==> src/rtl/seg7_capture_if.sv <==
// Seven-segment capture bus: segment lines in, recovered nibble out.
// Ports: Qa..Qg, ready (to capture); A..D, valid, err, overrun (from capture).
interface seg7_capture_if;
    logic Qa;
    logic Qb;
    logic Qc;
    logic Qd;
    logic Qe;
    logic Qf;
    logic Qg;
    logic ready;
    logic A;
    logic B;
    logic C;
    logic D;
    logic valid;
    logic err;
    logic overrun;

    modport slave (
        input  Qa, Qb, Qc, Qd, Qe, Qf, Qg, ready,
        output A, B, C, D, valid, err, overrun
    );

    modport master (
        output Qa, Qb, Qc, Qd, Qe, Qf, Qg, ready,
        input  A, B, C, D, valid, err, overrun
    );
endinterface

==> src/rtl/seg7_capture.sv <==
// Recovers the hex nibble from sampled seven-segment lines, debounced,
// emitting each new stable digit once on a valid/ready output register.
// Ports: clk, rst (async, active-high), bus (seg7_capture_if.slave).
// Optional: SEG7_CAPTURE_ALT_GLYPH_EN accepts S=07 as 7 and S=67 as 9.
module seg7_capture #(
    parameter int unsigned STABLE_CYCLES = 4
) (
    input  logic            clk,
    input  logic            rst,
    seg7_capture_if.slave   bus
);
    typedef enum logic [1:0] {SETTLE, ACCEPT, HOLD} state_t;

    localparam logic [3:0] CNT_MAX  = 4'(STABLE_CYCLES);
    localparam logic [3:0] CNT_LAST = 4'(STABLE_CYCLES - 1);

    // Returns {illegal, code}; illegal patterns report code 0.
    function automatic logic [4:0] decode(input logic [6:0] s);
        case (s)
            7'h3F:   decode = {1'b0, 4'h0};
            7'h06:   decode = {1'b0, 4'h1};
            7'h5B:   decode = {1'b0, 4'h2};
            7'h4F:   decode = {1'b0, 4'h3};
            7'h66:   decode = {1'b0, 4'h4};
            7'h6D:   decode = {1'b0, 4'h5};
            7'h7D:   decode = {1'b0, 4'h6};
            7'h27:   decode = {1'b0, 4'h7};
            7'h7F:   decode = {1'b0, 4'h8};
            7'h6F:   decode = {1'b0, 4'h9};
            7'h77:   decode = {1'b0, 4'hA};
            7'h7C:   decode = {1'b0, 4'hB};
            7'h39:   decode = {1'b0, 4'hC};
            7'h5E:   decode = {1'b0, 4'hD};
            7'h79:   decode = {1'b0, 4'hE};
            7'h71:   decode = {1'b0, 4'hF};
`ifdef SEG7_CAPTURE_ALT_GLYPH_EN
            7'h07:   decode = {1'b0, 4'h7};
            7'h67:   decode = {1'b0, 4'h9};
`endif
            default: decode = {1'b1, 4'h0};
        endcase
    endfunction

    logic [6:0] seg_in;
    logic [6:0] s1_q, s1_d;
    logic [6:0] s2_q, s2_d;
    logic [3:0] cnt_q, cnt_d;
    state_t     state_q, state_d;
    logic [6:0] last_q, last_d;
    logic [3:0] word_q, word_d;
    logic       err_q, err_d;
    logic       valid_q, valid_d;
    logic       ovr_q, ovr_d;
    logic       chg;
    logic       emit;
    logic [4:0] dec;

    assign seg_in = {bus.Qg, bus.Qf, bus.Qe, bus.Qd, bus.Qc, bus.Qb, bus.Qa};

    always_comb begin
        s1_d    = seg_in;
        s2_d    = s1_q;
        // s2 is about to take a new value at the coming edge.
        chg     = (s1_q != s2_q);
        cnt_d   = cnt_q;
        state_d = state_q;
        last_d  = last_q;
        emit    = 1'b0;
        dec     = decode(s2_q);
        word_d  = word_q;
        err_d   = err_q;
        valid_d = valid_q;
        ovr_d   = ovr_q;

        if (chg) begin
            cnt_d = 4'd0;
        end else if (cnt_q != CNT_MAX) begin
            cnt_d = cnt_q + 4'd1;
        end

        case (state_q)
            SETTLE: begin
                if (!chg && cnt_q == CNT_LAST) begin
                    state_d = ACCEPT;
                end
            end
            ACCEPT: begin
                // A change landing during ACCEPT must not be lost in HOLD.
                state_d = chg ? SETTLE : HOLD;
                if (s2_q == 7'h00) begin
                    last_d = 7'h00;
                end else if (s2_q != last_q) begin
                    last_d = s2_q;
                    emit   = 1'b1;
                end
            end
            HOLD: begin
                if (chg) begin
                    state_d = SETTLE;
                end
            end
            default: state_d = SETTLE;
        endcase

        if (emit) begin
            if (!valid_q || bus.ready) begin
                word_d  = dec[3:0];
                err_d   = dec[4];
                valid_d = 1'b1;
            end else begin
                ovr_d = 1'b1;
            end
        end else if (valid_q && bus.ready) begin
            valid_d = 1'b0;
        end
    end

    always_ff @(posedge clk or posedge rst) begin
        if (rst) begin
            s1_q    <= 7'h00;
            s2_q    <= 7'h00;
            cnt_q   <= 4'd0;
            state_q <= SETTLE;
            last_q  <= 7'h00;
            word_q  <= 4'h0;
            err_q   <= 1'b0;
            valid_q <= 1'b0;
            ovr_q   <= 1'b0;
        end else begin
            s1_q    <= s1_d;
            s2_q    <= s2_d;
            cnt_q   <= cnt_d;
            state_q <= state_d;
            last_q  <= last_d;
            word_q  <= word_d;
            err_q   <= err_d;
            valid_q <= valid_d;
            ovr_q   <= ovr_d;
        end
    end

    assign bus.A       = word_q[0];
    assign bus.B       = word_q[1];
    assign bus.C       = word_q[2];
    assign bus.D       = word_q[3];
    assign bus.err     = err_q;
    assign bus.valid   = valid_q;
    assign bus.overrun = ovr_q;
endmodule
==> src/flat_wrapper.sv <==
// flat-port wrapper written by rule: the top's interface ports become plain ports
module seg7_capture_flat 
#(
    parameter int unsigned STABLE_CYCLES = 4
)
  (clk, rst, bus_Qa, bus_Qb, bus_Qc, bus_Qd, bus_Qe, bus_Qf, bus_Qg, bus_ready, bus_A, bus_B, bus_C, bus_D, bus_valid, bus_err, bus_overrun);
  seg7_capture_if bus_i ();
  input  logic clk;
  input  logic rst;
  input wire logic [$bits(bus_i.Qa)-1:0] bus_Qa;
  input wire logic [$bits(bus_i.Qb)-1:0] bus_Qb;
  input wire logic [$bits(bus_i.Qc)-1:0] bus_Qc;
  input wire logic [$bits(bus_i.Qd)-1:0] bus_Qd;
  input wire logic [$bits(bus_i.Qe)-1:0] bus_Qe;
  input wire logic [$bits(bus_i.Qf)-1:0] bus_Qf;
  input wire logic [$bits(bus_i.Qg)-1:0] bus_Qg;
  input wire logic [$bits(bus_i.ready)-1:0] bus_ready;
  output wire logic [$bits(bus_i.A)-1:0] bus_A;
  output wire logic [$bits(bus_i.B)-1:0] bus_B;
  output wire logic [$bits(bus_i.C)-1:0] bus_C;
  output wire logic [$bits(bus_i.D)-1:0] bus_D;
  output wire logic [$bits(bus_i.valid)-1:0] bus_valid;
  output wire logic [$bits(bus_i.err)-1:0] bus_err;
  output wire logic [$bits(bus_i.overrun)-1:0] bus_overrun;
  assign bus_i.Qa = bus_Qa;
  assign bus_i.Qb = bus_Qb;
  assign bus_i.Qc = bus_Qc;
  assign bus_i.Qd = bus_Qd;
  assign bus_i.Qe = bus_Qe;
  assign bus_i.Qf = bus_Qf;
  assign bus_i.Qg = bus_Qg;
  assign bus_i.ready = bus_ready;
  assign bus_A = bus_i.A;
  assign bus_B = bus_i.B;
  assign bus_C = bus_i.C;
  assign bus_D = bus_i.D;
  assign bus_valid = bus_i.valid;
  assign bus_err = bus_i.err;
  assign bus_overrun = bus_i.overrun;
  seg7_capture #(.STABLE_CYCLES(STABLE_CYCLES)) u_core (.clk(clk), .rst(rst), .bus(bus_i));
endmodule
==> config.mk <==
export PLATFORM = sky130hd
export DESIGN_NAME = seg7_capture_flat
export DESIGN_NICKNAME = d
export VERILOG_FILES = /design/src/rtl/seg7_capture_if.sv /design/src/rtl/seg7_capture.sv /design/src/flat_wrapper.sv
export SDC_FILE = /design/constraint.sdc
export NUM_CORES = 1
export LEC_CHECK = 0
export CAP_MARGIN = 20
export CORE_MARGIN = 2
export CORE_UTILIZATION = 45
export CTS_CLUSTER_SIZE = 30
export DETAILED_ROUTE_END_ITERATION = 12
export HOLD_SLACK_MARGIN = 0.08
export PLACE_DENSITY = 0.76
export SLEW_MARGIN = 25
export SYNTH_ARGS = -nofsm -noshare
export SYNTH_HDL_FRONTEND = slang
export SYNTH_SLANG_ARGS = --single-unit
==> constraint.sdc <==
create_clock -name clk -period 3.9 [get_ports clk]
set_input_delay 0.585 -clock clk [delete_from_list [all_inputs] [get_ports clk]]
set_output_delay 0.585 -clock clk [all_outputs]
set_load 0.005 [all_outputs]
Yosys cells after proc, flatten, opt, wreduce, memory -nomap -nowiden
Cells that the tools add are included.
- add/subtract/negate cells: 1
- eq/ne operators: 25
- mux-type cells: 15
- bitwise operators: 1
- reductions and logical operators: 15
- operator list (operator ; count):
    equality test 7 bit, second input constant ; 12
    one-hot mux 5 bit (16 select lines) ; 1
    equality test 7 x 6 -> 1 bit, second input constant ; 3
    two-way mux 7 bit ; 2
    != test 7 bit ; 2
    AND reduction 2 bit ; 5
    two-way mux 4 bit ; 2
    equality test 7 x 3 -> 1 bit, second input constant ; 1
    zero test 7 bit ; 1
    two-way mux 1 bit ; 6
    two-way mux 2 bit ; 3
    one-hot mux 2 bit (3 select lines) ; 1
    nonzero test 2 bit ; 3
    adder 4 x 1 -> 4 bit, second input constant ; 1
    equality test 4 x 2 -> 1 bit, second input constant ; 1
    != test 2 x 1 -> 1 bit, second input constant ; 2
    != test 4 x 3 -> 1 bit, second input constant ; 1
    equality test 2 x 1 -> 1 bit, second input constant ; 1
    equality test 2 bit, second input constant ; 1
    logical AND 1 bit ; 2
    zero test 1 bit ; 2
    zero test 2 bit ; 1
    != test 2 bit, second input constant ; 1
    logical OR 1 bit ; 1
    NOT 1 bit ; 1
- register bits after elaboration: 34
- bits of input ports: 10
- output and inout bits: 7

Logic depth before layout (Yosys ltp)
Gate-level depths: netlist of run 1.
- word-level depth: 6
- depth in mapped cells: 7
- depth with buffers taken out: 6

Worst setup path before layout of run 1
Ideal clock, no wire load.
- path kind: reg-to-reg
- start point: reg u_core.s2_q[6]
- end point: reg u_core.last_q[0]
- library setup time: 0.125 ns
- arrival time: 1.838 ns
- path slack: 1.937 ns
- cell stages (with the launch flop): 7
- buffers on the path: 1
- cells stage by stage: dfrtp_1 -> buf_6 -> or3_4 -> nor4b_4 -> inv_2 -> a21oi_4 -> mux2_2
- word-level cells in the longest chain between the ends: 3
- elaborated cells between the ends (all ways): 5
- classes of those cells: 1 x eq/ne; 1 x mux; 3 x reduce/logical
- RTL lines (item ; line ; RTL):
    from (decl) ; seg7_capture.sv:46 ; logic [6:0] s2_q, s2_d;
    from (signal assigned) ; seg7_capture.sv:121 ; s2_q <= 7'h00;
    from (signal assigned) ; seg7_capture.sv:131 ; s2_q <= s2_d;
    != test 7 bit or zero test 7 bit (tied branches) ; seg7_capture.sv:92, seg7_capture.sv:90 ;
    nonzero test 2 bit (no line) ; -- ;
    AND reduction 2 bit (no line) ; -- ;
    to (signal assigned) ; seg7_capture.sv:134 ; last_q <= last_d;
    to (decl) ; seg7_capture.sv:49 ; logic [6:0] last_q, last_d;
Several ways; a longest one is shown, not always the timed one.
A chain may end at the register's enable or synchronous reset.

Worst setup path after layout of run 1
- start point: reg u_core.s2_q[4]
- end point: reg u_core.last_q[0]
The elaborated chain is that of the path after synthesis.

==> impl_metrics.tcl, run 1 <==
set metrics [dict create \
    grt_pass1_vias 1152 \
    fin_util_pct 55.53 \
    dr_wl_met2_um 1694 \
    num_vias 1154 \
    synth-seq-cells 34 \
    core_area_um2 3689 \
    start_kind "register" \
    gp_congestion 0.8150 \
    required_ns 4.07 \
    hold_class "register to register" \
    start_util_pct 46.91 \
    route.detailed.drc 0 \
    drt_iter0_markers 108 \
    ys.flop_type "dfrtp_1" \
    r2r-start "u_core.s2_q[4]$_DFF_PP0_" \
    grt_overflow 0 \
    worst_slew_pin_slew_ns 0.6481 \
    drive_gt1_share_pct 17.37 \
    antenna_left 0 \
    worst_skew_pair.late_latency_ns 0.29 \
    min_period_ns 2.214 \
    critical_path_class "register to register" \
    viasPerCell 5.367 \
    post_cts_resized 0 \
    drt-pass1-iter-count 4 \
    nets 178 \
    whs_path_depth 0 \
    row_count 22 \
    numCtsBuffers 5 \
    synth_nets 164 \
    synth.avg_cell_area_um2 11.38 \
    power.leakage_nw 0.8825 \
    synth.distinct_cells 42 \
    rsz0062_at_grt "no" \
    clk_pin_slew_ns 0.07 \
    vdd_ir_drop_max_uv 334.7 \
    hp-start "u_core.s1_q[4]$_DFF_PP0_" \
    die_x_um 66.01 \
    grt_max_degree 19 \
    drv_slew 0 \
    status "complete, no violations" \
    clk_path_buf_depth 2 \
    htreeDepth 2 \
    hpwl_um 2377 \
    synthArstFlopShare_pct 100.0 \
    dieArea_um2 4357 \
    routed_wl_um 3140 \
    hold_viol_final 0 \
    cts_hold_buf 0 \
    tritoncts "built" \
    arrival_ns 2.38 \
    power_density_nw_per_um2 394.8 \
    dpl.cell_count 207 \
    routed.top_layer "met4" \
    worst-r2r-setup-slack_ns 1.69 \
    synth-edff-count 0 \
    diodes 0 \
    fmax_mhz 451.7 \
    seq_area_frac_synth_pct 49.17 \
    end_kind "register" \
    wl_met1_um 1307 \
    pin_count 17 \
    cap_violations 0 \
    crit_fanout 15 \
    setup-tns-final_ns 0 \
    syn2layout_area_growth_pct 18.37 \
    fin_cells 215 \
    dr_wl_met3_um 102 \
    syn-instance-count 152 \
    grt_pass1_wl_um 5423 \
    cts_sinks 34 \
    syn_area_um2 1730 \
    yosysWarnings 0 \
    finalCritPeriodShare_pct 56.76 \
    skew_ns 0.007034 \
    finalSetupViolations 0 \
    port_buffers 16 \
    wl_per_cell_um 14.60 \
    chipHeight_um 66.01 \
    r2r-end "u_core.last_q[0]$_DFFE_PP0P_" \
    max-slew-margin-rel_pct 56.79 \
    post_cts_buffers 0 \
    hold_path_end "u_core.s2_q[4]$_DFF_PP0_" \
    whs_ns 0.3972 \
    root_buffer "clkbuf_8" \
    grt_antenna_before_repair 0 \
    rr_worst_depth 5 \
    grtUsageTotal_pct 16.97 \
]
## report_power, final
group | leakage [nW] | total, mW | switching, mW | internal (mW)
Sequential | 0.443 | 0.381 | 0.0208 | 0.360
Clock | 0.0683 | 0.382 | 0.126 | 0.256
Combinational | 0.372 | 0.0464 | 0.0213 | 0.0251
Total | 0.883 | 0.809 | 0.168 | 0.641
## area by class of cell
class                           count  area (um2)
Clock buffer                        5       68.82
Multi-Input combinational cell    102       809.5
Clock inverter                      3       68.82
Sequential cell                    34       850.8
Tap cell                           48       60.06
Fill cell                         344        1640
Inverter                            6       22.52
Timing Repair Buffer               17       167.7
## worst max path at each step
stage	startpoint	endpoint	slack (ns)	depth (start not counted)
after floorplan	u_core.s2_q[6]$_DFF_PP0_	u_core.last_q[0]$_DFFE_PP0P_	1.94	6
after detailed placement	u_core.s2_q[4]$_DFF_PP0_	u_core.last_q[2]$_DFFE_PP0P_	1.66	5
after CTS	u_core.s2_q[4]$_DFF_PP0_	u_core.last_q[0]$_DFFE_PP0P_	1.66	5
after global placement	u_core.s2_q[4]$_DFF_PP0_	u_core.last_q[2]$_DFFE_PP0P_	1.73	5
final	u_core.s2_q[4]$_DFF_PP0_	u_core.last_q[0]$_DFFE_PP0P_	1.69	5
after global routing	u_core.s2_q[4]$_DFF_PP0_	u_core.last_q[3]$_DFFE_PP0P_	1.55	5
## routing by layer
layer | vias up | global-route usage (%)
li1 | 567 | -
met3 | 5 | 5.111
met4 | 0 | 6.122
met5 | - | 0
met1 | 561 | 19.47
met2 | 21 | 29.80
## cells in the final DEF (no fill, tap or decap), types with 2 or more instances in the layout
master and n:
dfrtp_1 34, clkdlybuf4s50_1 16, mux2_2 12, xor2_1 8, xnor2_1 8, nor2_1 7, a21oi_1 6, nor3_1 6
inv_1 5, clkbuf_8 5, nand3_1 4, nand2_1 4, o21ai_0 4, nand4_1 4, nor3b_1 3, nand2b_1 3
mux2i_1 3, nor2b_1 2, o22ai_1 2, nor4_1 2, nand3b_1 2, nor4_4 2, o211a_1 2, ha_1 2
bufinv_16 2
## synthesized netlist by cell type, types with 3 or more instances
| cell | n | area (um2) |
|---|---|---|
| o21ai_0 | 4 | 20.02 |
| mux2i_1 | 3 | 30.03 |
| nor3b_1 | 3 | 22.52 |
| nand2_1 | 4 | 15.01 |
| nor3_1 | 6 | 30.03 |
| mux2_2 | 12 | 135.1 |
| inv_1 | 5 | 18.77 |
| xnor2_1 | 8 | 70.07 |
| nand3_1 | 4 | 20.02 |
| nor2_1 | 7 | 26.28 |
| clkbuf_1 | 7 | 26.28 |
| xor2_1 | 8 | 70.07 |
| nand2b_1 | 3 | 18.77 |
| a21oi_1 | 6 | 30.03 |
| dfrtp_1 | 34 | 850.8 |
| nand4_1 | 4 | 25.02 |
## stage by stage
stage	total power, mW	instance area (um2)	worst slack [ns]
after floorplan	0.4170	1730	1.937
after global placement	0.4321	1911	1.725
after detailed placement	0.4345	1911	1.661
after CTS	0.8228	2048	1.657
after global routing	0.8423	2048	1.546
final	0.8086	2048	1.686
## worst max-delay path, cell delays in order, from the launching register on
cell and delay [ns]:
dfrtp_1 0.55, or3_4 0.49, nor4b_4 0.34, inv_2 0.08, a21oi_4 0.27, mux2_2 0.37
## sequential cells by signal, summed over array words and instances, names as in the netlist
signal / flops
u_core.word_q: 4
u_core.cnt_q: 4
u_core.s1_q: 7
u_core.bus.valid: 1
u_core.bus.overrun: 1
u_core.last_q: 7
u_core.state_q: 2
u_core.s2_q: 7
u_core.bus.err: 1
## cell families (layout without fill, tap and decap cells)
family	Yosys count	in the layout	share of synthesized area (%)
muxes	15	15	9.545
buffers and inverters	16	31	4.049
xor gates and xnor gates	16	16	8.099
and+or+nand+nor	46	46	18.22
adders and majority gates	2	2	1.446
DFF	34	34	49.17
AOI/OAI and AO/OA	23	23	9.473
No activity file was read; power rests on OpenSTA's default activity.
==> run 2: changes to the inputs <==
- clock period: 3.9 -> 2.2 ns (I/O delays scaled with it)
==> run 2 against run 1 <==
Power increased by 52%. Sequential cell count unchanged. Core utilization increased by 0.37 points. Critical path type unchanged. Sequential share of layout area decreased by 0.28 points. Maximum frequency increased by 17%. Clock power increased by 21%. Wire length increased by 3.3%. Worst hold slack got worse by 0.0056 ns. Via count increased by 5.0%. Global-route usage increased by 0.33 points. Worst setup slack got worse by 1.4 ns.
==> impl_metrics.tcl, run 2 (synthesized netlist as in run 1, its figures left out) <==
set metrics [dict create \
    routed_wl_um 3244 \
    drt_iter0_markers 81 \
    post_cts_buffers 0 \
    core_area_um2 3689 \
    critical_path_class "register to register" \
    wl_met1_um 1343 \
    cts_hold_buf 0 \
    die_x_um 66.01 \
    worst_skew_pair.late_latency_ns 0.28 \
    htreeDepth 2 \
    wl_per_cell_um 14.55 \
    grt_pass1_vias 1231 \
    tritoncts "built" \
    numCtsBuffers 5 \
    grt_antenna_before_repair 0 \
    hold_viol_final 0 \
    rsz0062_at_grt "no" \
    grt_overflow 0 \
    required_ns 2.37 \
    max-slew-margin-rel_pct 71.33 \
    crit_fanout 7 \
    status "complete, no violations" \
    drv_slew 0 \
    dr_wl_met3_um 145 \
    cts_sinks 34 \
    finalCritPeriodShare_pct 85.88 \
    min_period_ns 1.889 \
    grt_max_degree 35 \
    grt_pass1_wl_um 5533 \
    final_common_cell "dfrtp_1" \
    fill_cells 329 \
    diodes 0 \
    skew_ns 0.001878 \
    multiInputGateArea_um2 809.5 \
    port_buffers 16 \
    num_vias 1212 \
    start_util_pct 46.91 \
    viasPerCell 5.435 \
    drt-pass1-iter-count 6 \
    hpwl_um 2434 \
    final_cell_mix "34 x dfrtp_1, 16 x clkdlybuf4s50_1, 12 x mux2_2" \
    hold_class "register to register" \
    setup_ws_ns 0.3107 \
    setup-tns-final_ns 0 \
    gp_congestion 0.8153 \
    whs_ns 0.3916 \
    fmax_mhz 529.3 \
    chipHeight_um 66.01 \
    finalSetupViolations 0 \
    root_buffer "clkbuf_8" \
    dr_wl_met2_um 1664 \
    row_count 22 \
    cap_violations 0 \
    end_kind "register" \
    pin_count 17 \
    start_kind "register" \
    routed.top_layer "met4" \
    ff_latch_area_um2 850.8 \
    power.leakage_nw 0.9015 \
    grtUsageTotal_pct 17.30 \
    nets 186 \
    antenna_left 0 \
    vdd_ir_drop_max_uv 517.2 \
    top_regs "u_core.last_q: 7 flops, u_core.s1_q: 7 flops, u_core.s2_q: 7 flops" \
    dieArea_um2 4357 \
    post_cts_resized 0 \
    route.detailed.drc 0 \
    power_density_nw_per_um2 596.0 \
    clk_path_buf_depth 2 \
    arrival_ns 2.06 \
    worst_slew_pin_slew_ns 0.4268 \
    clk_pin_slew_ns 0.06 \
    drive_gt1_share_pct 20.57 \
    syn2layout_area_growth_pct 19.16 \
    post-place-ws_ns 0.3088 \
]
==> run 2: per-layer routing <==
metal	vias to the layer above	GRT usage, %
li1	584	-
met1	587	20.16
met2	31	29.42
met3	10	5.111
met4	0	7.653
met5	-	0
==> run 2: metrics by stage <==
stage / power (mW) / instance area [um2] / util, % / cells
CTS: 1.240 / 2062 / 55.90 / 223
finish: 1.229 / 2062 / 55.90 / 223
global placement: 0.7760 / 1971 / 53.43 / 215
global route: 1.281 / 2062 / 55.90 / 223
floorplan: 0.7392 / 1730 / - / 152
detailed placement: 0.7803 / 1971 / 53.43 / 215
==> run 2: report_power, final <==
group / internal [mW] / total (mW) / switching, mW
Sequential: 0.639 / 0.654 / 0.0155
Combinational: 0.0529 / 0.114 / 0.0610
Clock: 0.252 / 0.461 / 0.209
Total: 0.943 / 1.23 / 0.285
==> run 2: final cells by class <==
class,instances,area share [%]
sequential,34,41.26
inverter,6,1.092
clock inverter,1,0.2427
multi-input combinational,102,39.26
timing repair buffer,25,11.04
tap,48,2.913
clock buffer,7,4.187
==> run 2: final timing paths <==
kind / slack (ns) / depth (start not counted) / from / end
hold / removal: 0.39 / 0 / u_core.s1_q[6]$_DFF_PP0_ / u_core.s2_q[6]$_DFF_PP0_
hold reg to reg: 0.39 / 0 / u_core.s1_q[6]$_DFF_PP0_ / u_core.s2_q[6]$_DFF_PP0_
setup reg to reg: 0.31 / 5 / u_core.s2_q[4]$_DFF_PP0_ / u_core.last_q[2]$_DFFE_PP0P_
setup / recovery: 0.31 / 5 / u_core.s2_q[4]$_DFF_PP0_ / u_core.last_q[2]$_DFFE_PP0P_
max in group asynchronous: 1.46 / 3 / rst / u_core.cnt_q[3]$_DFFE_PP0P_
min in group asynchronous: 0.44 / 3 / rst / u_core.s1_q[1]$_DFF_PP0_
==> run 2: worst max-delay path, stage by stage (launching register included) <==
cell     delay [ns]
dfrtp_1        0.38
or3_4          0.41
nor4b_4        0.25
inv_2          0.08
a21oi_4        0.27
mux2_2         0.38
==> run 3: changes to the inputs <==
- CORE_MARGIN: 2 -> 5
- MAX_ROUTING_LAYER: default -> met4
==> run 3 against run 2 <==
First-iteration DRC count rose by 31%. Critical path depth did not move. Sequential share of layout area rose by 0.33 points. Maximum frequency fell by 6.4%. Clock skew rose by 0.0025 ns. Final cell count fell by 1.3%.
==> impl_metrics.tcl, run 3 (synthesized netlist as in run 1, its figures left out) <==
set metrics [dict create \
    vdd_ir_drop_max_uv 409.4 \
    max-slew-margin-rel_pct 63.33 \
    dieArea_um2 5185 \
    dpl.cell_count 214 \
    arrival_ns 2.18 \
    root_buffer "clkbuf_8" \
    route.detailed.drc 0 \
    drt-pass1-iter-count 4 \
    finalSetupViolations 0 \
    cts_hold_buf 0 \
    drv_slew 0 \
    grtUsageTotal_pct 14.78 \
    power.leakage_nw 0.8916 \
    status "complete, no violations" \
    port_buffers 16 \
    core_area_um2 3689 \
    critical_path_class "register to register" \
    gp_congestion 0.8136 \
    clk_path_buf_depth 2 \
    grt_pass1_vias 1202 \
    r2r-end "u_core.last_q[3]$_DFFE_PP0P_" \
    clkPwrFrac_pct 36.3 \
    grt_overflow 0 \
    nets 185 \
    required_ns 2.36 \
    finalCritPeriodShare_pct 91.73 \
    final_common_cell "dfrtp_1" \
    hold_viol_final 0 \
    post_cts_buffers 0 \
    numCtsBuffers 5 \
    p_int_mw 0.9311 \
    drive_gt1_share_pct 19.77 \
    top_regs "u_core.last_q: 7 flops, u_core.s1_q: 7 flops, u_core.s2_q: 7 flops" \
    worst_skew_pair.late_latency_ns 0.28 \
    r2r-start "u_core.s2_q[2]$_DFF_PP0_" \
    post_cts_resized 0 \
    worst-r2r-setup-slack_ns 0.18 \
    end_kind "register" \
    setup_ws_ns 0.1819 \
    wl_per_cell_um 14.81 \
    whs_ns 0.3919 \
    hold_path_end "u_core.s2_q[0]$_DFF_PP0_" \
    die_x_um 72.01 \
    rsz0062_at_grt "no" \
    grt_antenna_before_repair 0 \
    hp-start "u_core.s1_q[0]$_DFF_PP0_" \
    post-place-ws_ns 0.1955 \
    sw_frac_of_total_pct 22.60 \
    row_count 22 \
    cap_violations 0 \
    crit_fanout 14 \
    syn2layout_area_growth_pct 18.22 \
    start_kind "register" \
    min_period_ns 2.018 \
    pin_count 17 \
    start_util_pct 46.91 \
    grt_max_degree 35 \
    cts_sinks 34 \
    viasPerCell 5.473 \
    hpwl_um 2455 \
    drt_iter0_markers 106 \
    pwr-share-seq_pct 54.8 \
    skew_ns 0.004375 \
    fin_cells 220 \
    chipHeight_um 72.01 \
    routed_wl_um 3259 \
    final_cell_mix "34 x dfrtp_1, 16 x clkdlybuf4s50_1, 12 x mux2_2" \
    p_comb_share_pct 9.0 \
    diodes 0 \
    power_density_nw_per_um2 588.0 \
    setup-tns-final_ns 0 \
    p_sw_mw 0.2718 \
    clk_pin_slew_ns 0.06 \
    rr_worst_depth 5 \
    whs_path_depth 0 \
    htreeDepth 2 \
    hold_class "register to register" \
    worst_slew_pin_slew_ns 0.5501 \
    tritoncts "built" \
    num_vias 1204 \
    fmax_mhz 495.5 \
    antenna_left 0 \
    grt_pass1_wl_um 5651 \
]
==> run 3: power groups by stage <==
stage | Clock, mW | Combinational, mW | Sequential (mW)
after global placement | 0 | 0.105 | 0.668
after floorplan | 0 | 0.0800 | 0.659
final | 0.436 | 0.108 | 0.659
after detailed placement | 0 | 0.109 | 0.670
after global routing | 0.485 | 0.120 | 0.661
after CTS | 0.451 | 0.109 | 0.659
==> run 3: layout make-up <==
class	count	area (um2)
Fill cell	318	1643
Sequential cell	34	850.8
Multi-Input combinational cell	102	809.5
Timing Repair Buffer	24	220.2
Clock buffer	6	82.58
Tap cell	48	60.06
Inverter	6	22.52
==> run 3: worst max-delay path by stage <==
stage | cells after the start | startpoint | slack (ns) | end
final | 5 | u_core.s2_q[2]$_DFF_PP0_ | 0.18 | u_core.last_q[3]$_DFFE_PP0P_
after global routing | 5 | u_core.s2_q[1]$_DFF_PP0_ | 0.06 | u_core.word_q[0]$_DFFE_PP0P_
after CTS | 5 | u_core.s2_q[2]$_DFF_PP0_ | 0.19 | u_core.last_q[3]$_DFFE_PP0P_
after detailed placement | 5 | u_core.s2_q[2]$_DFF_PP0_ | 0.20 | u_core.last_q[3]$_DFFE_PP0P_
after global placement | 5 | u_core.s2_q[3]$_DFF_PP0_ | 0.29 | u_core.last_q[0]$_DFFE_PP0P_
after floorplan | 6 | u_core.s2_q[6]$_DFF_PP0_ | 0.24 | u_core.last_q[0]$_DFFE_PP0P_
==> run 3: per-layer routing <==
layer | global-route usage (%) | vias up | routed length [um]
li1 | - | 576 | -
met5 | - | - | 0
met2 | 23.98 | 34 | 1673
met4 | 6.472 | 0 | 68
met1 | 16.77 | 587 | 1340
met3 | 4.709 | 7 | 176
==> run 3: critical path, cell delays in order (launching register included) <==
cell and delay [ns]:
dfrtp_1 0.58, nor2_1 0.31, nor4b_4 0.29, inv_2 0.07, a21oi_4 0.27, mux2_2 0.38
==> run 3: through the flow <==
stage | power (mW) | area [um2] | util, %
final | 1.203 | 2046 | 55.46
after detailed placement | 0.7789 | 1963 | 53.22
after floorplan | 0.7392 | 1730 | -
after global placement | 0.7729 | 1963 | 53.22
after CTS | 1.218 | 2046 | 55.46
after global routing | 1.266 | 2046 | 55.46
